$ cat src/rtl/accel_spi_reader.sv
// SPI master for an ADXL345-style accelerometer. It configures the sensor
// (DATA_FORMAT, then POWER_CTL), then periodically burst-reads X/Y/Z and
// presents each axis as 10-bit sign-magnitude.
module accel_spi_reader #(
  parameter int CLK_DIV       = 50,
  parameter int SAMPLE_PERIOD = 100000
) (
  input  logic       clk,
  input  logic       RST,
  input  logic       miso,
  output logic       sclk,
  output logic       mosi,
  output logic       cs_n,
  output logic [9:0] x_accel_data,
  output logic [9:0] y_accel_data,
  output logic [9:0] z_accel_data,
  output logic       data_valid,
  output logic       busy
);

  typedef enum logic [2:0] {
    ST_CFG_FMT, ST_GAP1, ST_CFG_PWR, ST_GAP2, ST_WAIT, ST_READ, ST_UPDATE
  } state_e;

  typedef enum logic [1:0] {PH_LOW, PH_HIGH, PH_TAIL} phase_e;

  state_e      state_q, state_d;
  phase_e      phase_q;
  logic [31:0] cnt_q;
  logic [5:0]  bit_q;
  logic [15:0] tx_q;
  logic [47:0] rx_q;
  logic [9:0]  x_q, y_q, z_q;
  // Holds off the first CFG_FMT frame for one cycle so cs_n stays high in reset.
  logic        armed_q;

  logic        in_frame;
  logic        div_last;
  logic [5:0]  last_bit;
  logic        frame_done;

  assign in_frame   = armed_q && (state_q inside {ST_CFG_FMT, ST_CFG_PWR, ST_READ});
  assign div_last   = (cnt_q == 32'(CLK_DIV - 1));
  assign last_bit   = (state_q == ST_READ) ? 6'd55 : 6'd15;
  assign frame_done = in_frame && (phase_q == PH_TAIL) && div_last;

  function automatic logic [9:0] to_sign_mag(input logic [9:0] v);
    logic [8:0] mag;
    mag = ~v[8:0] + 9'd1;
    if (!v[9])              return {1'b0, v[8:0]};
    else if (v == 10'h200)  return 10'h3FF;
    else                    return {1'b1, mag};
  endfunction

  // State register.
  always_ff @(posedge clk or posedge RST) begin
    if (RST) state_q <= ST_CFG_FMT;
    else     state_q <= state_d;
  end

  // Next-state logic.
  always_comb begin
    state_d = state_q;
    case (state_q)
      ST_CFG_FMT: if (frame_done) state_d = ST_GAP1;
      ST_GAP1:    if (cnt_q == 32'(2 * CLK_DIV - 1)) state_d = ST_CFG_PWR;
      ST_CFG_PWR: if (frame_done) state_d = ST_GAP2;
      ST_GAP2:    if (cnt_q == 32'(2 * CLK_DIV - 1)) state_d = ST_WAIT;
      ST_WAIT:    if (cnt_q == 32'(SAMPLE_PERIOD - 1)) state_d = ST_READ;
      ST_READ:    if (frame_done) state_d = ST_UPDATE;
      ST_UPDATE:  state_d = ST_WAIT;
      default:    state_d = ST_CFG_FMT;
    endcase
  end

  // Bit timing, shift registers, and axis capture.
  always_ff @(posedge clk or posedge RST) begin
    if (RST) begin
      armed_q <= 1'b0;
      cnt_q   <= '0;
      phase_q <= PH_LOW;
      bit_q   <= '0;
      tx_q    <= 16'h3100;
      rx_q    <= '0;
      x_q     <= '0;
      y_q     <= '0;
      z_q     <= '0;
    end else begin
      armed_q <= 1'b1;
      if (state_d != state_q) begin
        cnt_q   <= '0;
        phase_q <= PH_LOW;
        bit_q   <= '0;
        case (state_d)
          ST_CFG_PWR: tx_q <= 16'h2D08;
          ST_READ:    tx_q <= 16'hF200;
          default:    ;
        endcase
      end else if (in_frame) begin
        if (div_last) begin
          cnt_q <= '0;
          case (phase_q)
            PH_LOW: begin
              phase_q <= PH_HIGH;
              rx_q    <= {rx_q[46:0], miso};
            end
            PH_HIGH: begin
              if (bit_q == last_bit) begin
                phase_q <= PH_TAIL;
              end else begin
                phase_q <= PH_LOW;
                bit_q   <= bit_q + 6'd1;
                tx_q    <= {tx_q[14:0], 1'b0};
              end
            end
            default: ;
          endcase
        end else begin
          cnt_q <= cnt_q + 32'd1;
        end
      end else if (armed_q) begin
        cnt_q <= cnt_q + 32'd1;
      end
      // Received order is X0 X1 Y0 Y1 Z0 Z1; the raw value is {Hi[1:0], Lo}.
      if (state_q == ST_READ && state_d == ST_UPDATE) begin
        x_q <= to_sign_mag({rx_q[33:32], rx_q[47:40]});
        y_q <= to_sign_mag({rx_q[17:16], rx_q[31:24]});
        z_q <= to_sign_mag({rx_q[1:0],   rx_q[15:8]});
      end
    end
  end

  // Output decode.
  always_comb begin
    cs_n         = !in_frame;
    sclk         = !(in_frame && phase_q == PH_LOW);
    mosi         = in_frame ? tx_q[15] : 1'b0;
    data_valid   = (state_q == ST_UPDATE);
    busy         = (state_q != ST_WAIT);
    x_accel_data = x_q;
    y_accel_data = y_q;
    z_accel_data = z_q;
  end

endmodule

$ cat config.mk
export PLATFORM = sky130hd
export DESIGN_NAME = accel_spi_reader
export DESIGN_NICKNAME = d
export VERILOG_FILES = /design/src/rtl/accel_spi_reader.sv
export SDC_FILE = /design/constraint.sdc
export NUM_CORES = 1
export LEC_CHECK = 0
export ABC_CLOCK_PERIOD_IN_PS = 5740
export CORE_ASPECT_RATIO = 1.5
export CORE_MARGIN = 8
export CORE_UTILIZATION = 62
export CTS_BUF_LIST = sky130_fd_sc_hd__clkbuf_8
export DETAILED_ROUTE_END_ITERATION = 6
export HOLD_SLACK_MARGIN = 0.05
export PLACE_DENSITY = 0.81
export SLEW_MARGIN = 20
export SYNTH_ARGS = -nofsm -noshare
export SYNTH_HDL_FRONTEND = slang
export SYNTH_SLANG_ARGS = --single-unit
$ cat constraint.sdc
create_clock -name clk -period 5.74 [get_ports clk]
set_input_delay 1.148 -clock clk [delete_from_list [all_inputs] [get_ports clk]]
set_output_delay 1.148 -clock clk [all_outputs]
set_load 0.01 [all_outputs]
Yosys cells after proc, flatten, opt, wreduce, memory -nomap -nowiden
Index checks and enable logic that the tools add are counted.
{ "classes": {"n_mul": 0, "bitwise": 4, "addsub": 5, "order_cmp": 0, "reduce_logical": 19, "n_eq_ne": 22, "muxes": 35, "div_mod_pow": 0, "n_shift": 0} }
{ "ops": {"columns": ["cell", "n"], "rows": [
  ["$mux W32", 4],
  ["$mux W16", 5],
  ["$mux W6", 6],
  ["$add A32 B1 Y32 const B", 1],
  ["$eq A32 B17 Y1 const B", 1],
  ["$eq A32 B6 Y1 const B", 1],
  ["$eq A32 B7 Y1 const B", 1],
  ["$pmux W16 S2", 1],
  ["$eq A10 B10 Y1 const B", 3],
  ["$mux W10", 3],
  ["$add A9 B1 Y9 const B", 3],
  ["$mux W9", 3],
  ["$not A9 Y9", 3],
  ["$pmux W3 S7", 1],
  ["$mux W3", 6],
  ["$eq A3 B3 Y1 const B", 5],
  ["$eq A3 B2 Y1 const B", 3],
  ["$reduce_bool A3 Y1", 3],
  ["$mux W2", 4],
  ["$reduce_and A4 Y1", 2],
  ["$add A6 B1 Y6 const B", 1],
  ["$eq A6 B6 Y1", 1],
  ["$reduce_bool A2 Y1", 3],
  ["$logic_and A1 B1 Y1", 5],
  ["15 further kinds", 16]
]} }
{ "totals": {"reg_bits": 138, "mem_bits_rw": 0, "latch_bits": 0, "rom_bits": 0, "output_inout_bits": 35, "inputBits": 3, "mem_count": 0} }

Longest topological paths before layout
{ "depth": {"word_depth": 10, "ltp_mapped": 11, "depth_no_buf": 9} }

Least setup slack after synthesis
OpenSTA, ideal clock, no wires.
{ "synth_timing": {"path_kind": "register -> register", "start": "register cnt_q[25]", "end": "register bit_q[3]", "stages_incl_launch_ff": 8, "slack_ns": 3.085, "t_arrival_ns": 2.576, "required_ns": 5.661, "path_buffers": 1, "setup_time_ns": 0.079, "cell_sequence": "dfrtp_1 -> nor4_4 -> nand4_2 -> or4b_1 -> buf_2 -> or4b_4 -> or3_1 -> a21oi_1"} }
{ "synth_via": {"elab_chain_len": 7} }
{ "synth_lines": {"columns": ["element", "line", "rtl"], "rows": [
  ["start: declaration", "29", "logic [31:0] cnt_q;"],
  ["start signal: assignment", "119", "cnt_q <= cnt_q + 32'd1;"],
  ["start signal: assignment", "122", "cnt_q <= cnt_q + 32'd1;"],
  ["$eq A32 B6 Y1", "43", "assign div_last = (cnt_q == 32'(CLK_DIV - 1));"],
  ["$logic_and A1 B1 Y1", "45", "assign frame_done = in_frame && (phase_q == PH_TAIL) && div_last;"],
  ["$mux W3 (on tied branches)", "70, 65, 67", null],
  ["$pmux W3 S7", "64", "case (state_q)"],
  ["$ne A3 B3 Y1", "90", "if (state_d != state_q) begin"],
  ["$ne A2 B2 Y1 (no source line) / $reduce_bool A2 Y1 (equally long branches)", null, null],
  ["$reduce_and A4 Y1 (no source line)", null, null],
  ["end signal: assignment", "112", "bit_q <= bit_q + 6'd1;"],
  ["end: declaration", "30", "logic [5:0] bit_q;"]
]} }
Several ways; a longest one is shown, not always the timed one.
A chain may end at the register's enable or synchronous reset.

Worst setup path in the final report
{ "layout_timing": {"start": "register cnt_q[18]", "end": "register cnt_q[27]"} }
{ "layout_via": {"elab_chain_len": 6} }
{ "layout_lines": {"columns": ["element"], "rows": [
  ["parallel branches: the longest is 6 deep, another holds $add A32 B1 Y32"]
]} }
Parallel ways; which one is timed is not known. The select of a mux whose other input is x is not followed.

==> flow_summary.json <==
{
  "status": "finished, final reports clean",
  "grt_overflow": 0,
  "yosysUniqueCellTypes": 58,
  "slowest_stage": "nand3_1",
  "stdcell_count": 838,
  "rrSetupSlack_ns": 2.11,
  "drt_first_pass_iters": 5,
  "path_cells": "nor4_1 > nand3_2 > nor4_1 > o22ai_1 > buf_4 > nand3_1 > buf_4 > nor2_1 > mux2_2",
  "finalInstanceArea_mm2": 0.00751,
  "clock_skew_ns": 0.0126,
  "vias_per_cell": 5.77,
  "r2r_cells": 9,
  "arrival_ns": 3.94,
  "coreArea_mm2": 0.0104,
  "finalCriticalPeriod_ns": 3.63,
  "cts-htree-levels": 4,
  "sequentialPowerShare_pct": 49.0,
  "synthSimpleGateAreaFrac_pct": 21.5,
  "yosysWarnings": 0,
  "hold_viol": 0,
  "rsz0062_at_grt": "false",
  "die-area_mm2": 0.0142,
  "grt_pass1_wl_um": 22800,
  "final_common_cell": "dfrtp_1",
  "cts_buffers": 17,
  "worstHoldStart": "x_accel_data[4]$_DFFE_PP0P_",
  "worstSkewPairLatency_ns": 0.44,
  "intPower_uw": 1590,
  "grtUsageTotal_pct": 20.0,
  "syn_nets": 661,
  "cp.required_ns": 6.05,
  "yosys.area_share.adder_pct": 1.15,
  "synth-main-ff-cell": "dfrtp_1",
  "async_reset_ff_share_pct": 100,
  "irDropWorstVdd_uv": 208,
  "start_kind": "flop",
  "routed_wl_um": 13400,
  "clockBufferDepth": 2,
  "most-common-layout-cells": "132 x dfrtp_1, 91 x nand2_1, 64 x nor2_1, 43 x mux2_2, 42 x xnor2_1",
  "antenna_found_initial": 0,
  "synth_area_mm2": 0.00656,
  "synthMuxAreaShare_pct": 7.39,
  "path_depth": 9,
  "vias": 4836,
  "drcViolationCount": 0,
  "placed_cell_area_mm2": 0.00702,
  "setup_tns_ns": 0,
  "tightestPinTransition_ns": 1.08,
  "drt_iter0_markers": 180,
  "start_util_pct": 62.9,
  "io_pins": 38,
  "max_stage_delay_ns": 0.72,
  "syn_avg_cell_area_um2": 10.1,
  "cp_max_fo": 26,
  "clkTransAtPathRegs_ns": 0.07,
  "place_congestion": 0.814,
  "cts.sinks": 135,
  "clock.fmax_mhz": 275,
  "finalCritPeriodShare_pct": 63.3,
  "p_leak_uw": 0.00346,
  "cts_tree": "yes",
  "synth_top_family_by_area": "simple AND/OR/NAND/NOR gates",
  "hp-class": "reg -> reg",
  "critical_path.top_delay_family": "simple AND/OR/NAND/NOR gates",
  "postCtsSetupRepairBufs": 0,
  "drive_above_1_share_pct": 14.1,
  "n_antenna_cell": 0,
  "hold-worst-slack_ns": 0.472,
  "seq_area_frac_synth_pct": 51.6,
  "timing.rr.end": "cnt_q[27]$_DFFE_PP0P_",
  "grt_pass1_vias": 4860,
  "crit_path_end_kind": "flop",
  "path_class": "reg -> reg",
  "ys_ff_latch": 135,
  "power_density_mw_per_mm2": 272,
  "slew_viol_final": 0,
  "setup_violations": 0,
  "power_frac_comb_pct": 4.8,
  "ant_nets": 0,
  "synth_compound_area_share_pct": 9.03,
  "grt_max_degree": 58,
  "holdPathEnd": "x_accel_data[4]$_DFFE_PP0P_",
  "cts-resized-gates": 0,
  "synth_edf_count": 0,
  "die_x_um": 100,
  "cts_hold_buf": 0,
  "dieHeight_um": 142,
  "p_sw_uw": 452,
  "dp.cells": 806,
  "dpl.hpwl_um": 9340,
  "fin_nets": 690,
  "synth_xor_area_share_pct": 6.41,
  "root_buffer": "clkbuf_8",
  "p_clk_share_pct": 46.2,
  "r2r_start": "cnt_q[18]$_DFFE_PP0P_",
  "drt-wirelength-per-cell_um": 16.0,
  "areaGrowthSynthToFinish_pct": 14.5,
  "max_slew_margin_pct": 27.9,
  "numPortBuffers": 37,
  "maxCapViolCount": 0,
  "path_buf_inv": 2,
  "rows": 46,
  "synth_cells": 652,
  "switching_share_pct": 22.1,
  "worstHoldPathCells": 2
}
## flip-flops by register name, indices dropped and copies added (netlist names)
| name | flops |
|---|---|
| rx_q | 48 |
| cnt_q | 32 |
| tx_q | 13 |
| x_accel_data | 10 |
| y_accel_data | 10 |
| z_accel_data | 10 |
| bit_q | 6 |
| state_q | 3 |
| phase_q | 2 |
| armed_q | 1 |
## cells by family after synthesis
kind of cell    Yosys count
compound gates           99
xor+xnor                 48
fa+ha+maj                 6
buf+inv                  47
flops                   135
mux                      43
other cells               1
simple gates            273
## power groups by stage
| stage | clock network (µW) | registers (µW) | logic, µW |
|---|---|---|---|
| 6_report | 945 | 1000 | 97.2 |
| 5_1_grt | 998 | 1010 | 112 |
| 4_1_cts | 960 | 1000 | 99.1 |
| 3_5_place_dp | 0 | 1020 | 98.3 |
| 3_3_place_gp | 0 | 1020 | 95.3 |
| 2_1_floorplan | 0 | 1000 | 85.9 |
## tightest hold or removal path: stages, from the launching register on
cell and delay, ns:
dfrtp_1 0.34, nand2_1 0.05, nand2_1 0.05
## metal layers
| metal | vias to the layer above | routed length, µm | GRT usage [%] |
|---|---|---|---|
| met5 | - | 0 | 0 |
| met1 | 2363 | 5430 | 22.9 |
| met3 | 28 | 550 | 4.51 |
| met4 | 0 | 301 | 9.13 |
| li1 | 2318 | - | - |
| met2 | 127 | 7130 | 34.6 |
## final cells by class
| type | instances | area, µm² |
|---|---|---|
| Inverter | 14 | 55.1 |
| Clock inverter | 13 | 228 |
| Sequential cell | 135 | 3380 |
| Tap cell | 144 | 180 |
| Timing Repair Buffer | 43 | 415 |
| Fill cell | 732 | 2910 |
| Clock buffer | 19 | 262 |
| Multi-Input combinational cell | 470 | 2990 |
## Yosys cell counts (5+ instances only)
cell type,n,area share [%]
mux2_2,43,7.4
nand4_1,7,0.67
nand2b_1,5,0.48
o21ai_0,41,3.1
clkbuf_1,17,0.97
buf_2,13,0.99
nand2_1,91,5.2
nand3_1,24,1.8
xnor2_1,42,5.6
dfrtp_1,132,50
nor3_1,13,0.99
ha_1,6,1.1
a2111oi_0,5,0.67
and3_1,8,0.76
or3_1,18,1.7
o211ai_1,6,0.69
nor2_1,64,3.7
xor2_1,6,0.80
a21oi_1,24,1.8
nor4_1,5,0.48
inv_1,14,0.80
## metrics by stage
stage	setup slack, ns	utilization (%)	power, µW
after floorplan	0.986	-	1090
after global placement	2.45	67.4	1110
after detailed placement	2.20	67.4	1120
after CTS	2.18	72.1	2060
after global routing	1.83	72.1	2120
final	2.11	72.1	2040
## worst max path at each step
stage	start	endpoint	slack (ns)
floorplan	RST	armed_q$_DFF_PP0_	0.99
global route	cnt_q[18]$_DFFE_PP0P_	cnt_q[27]$_DFFE_PP0P_	1.83
finish	cnt_q[18]$_DFFE_PP0P_	cnt_q[27]$_DFFE_PP0P_	2.11
CTS	cnt_q[19]$_DFFE_PP0P_	cnt_q[27]$_DFFE_PP0P_	2.18
detailed placement	cnt_q[18]$_DFFE_PP0P_	cnt_q[27]$_DFFE_PP0P_	2.20
global placement	cnt_q[18]$_DFFE_PP0P_	cnt_q[27]$_DFFE_PP0P_	2.45
Note: power is estimated with default switching activity, not from simulation.
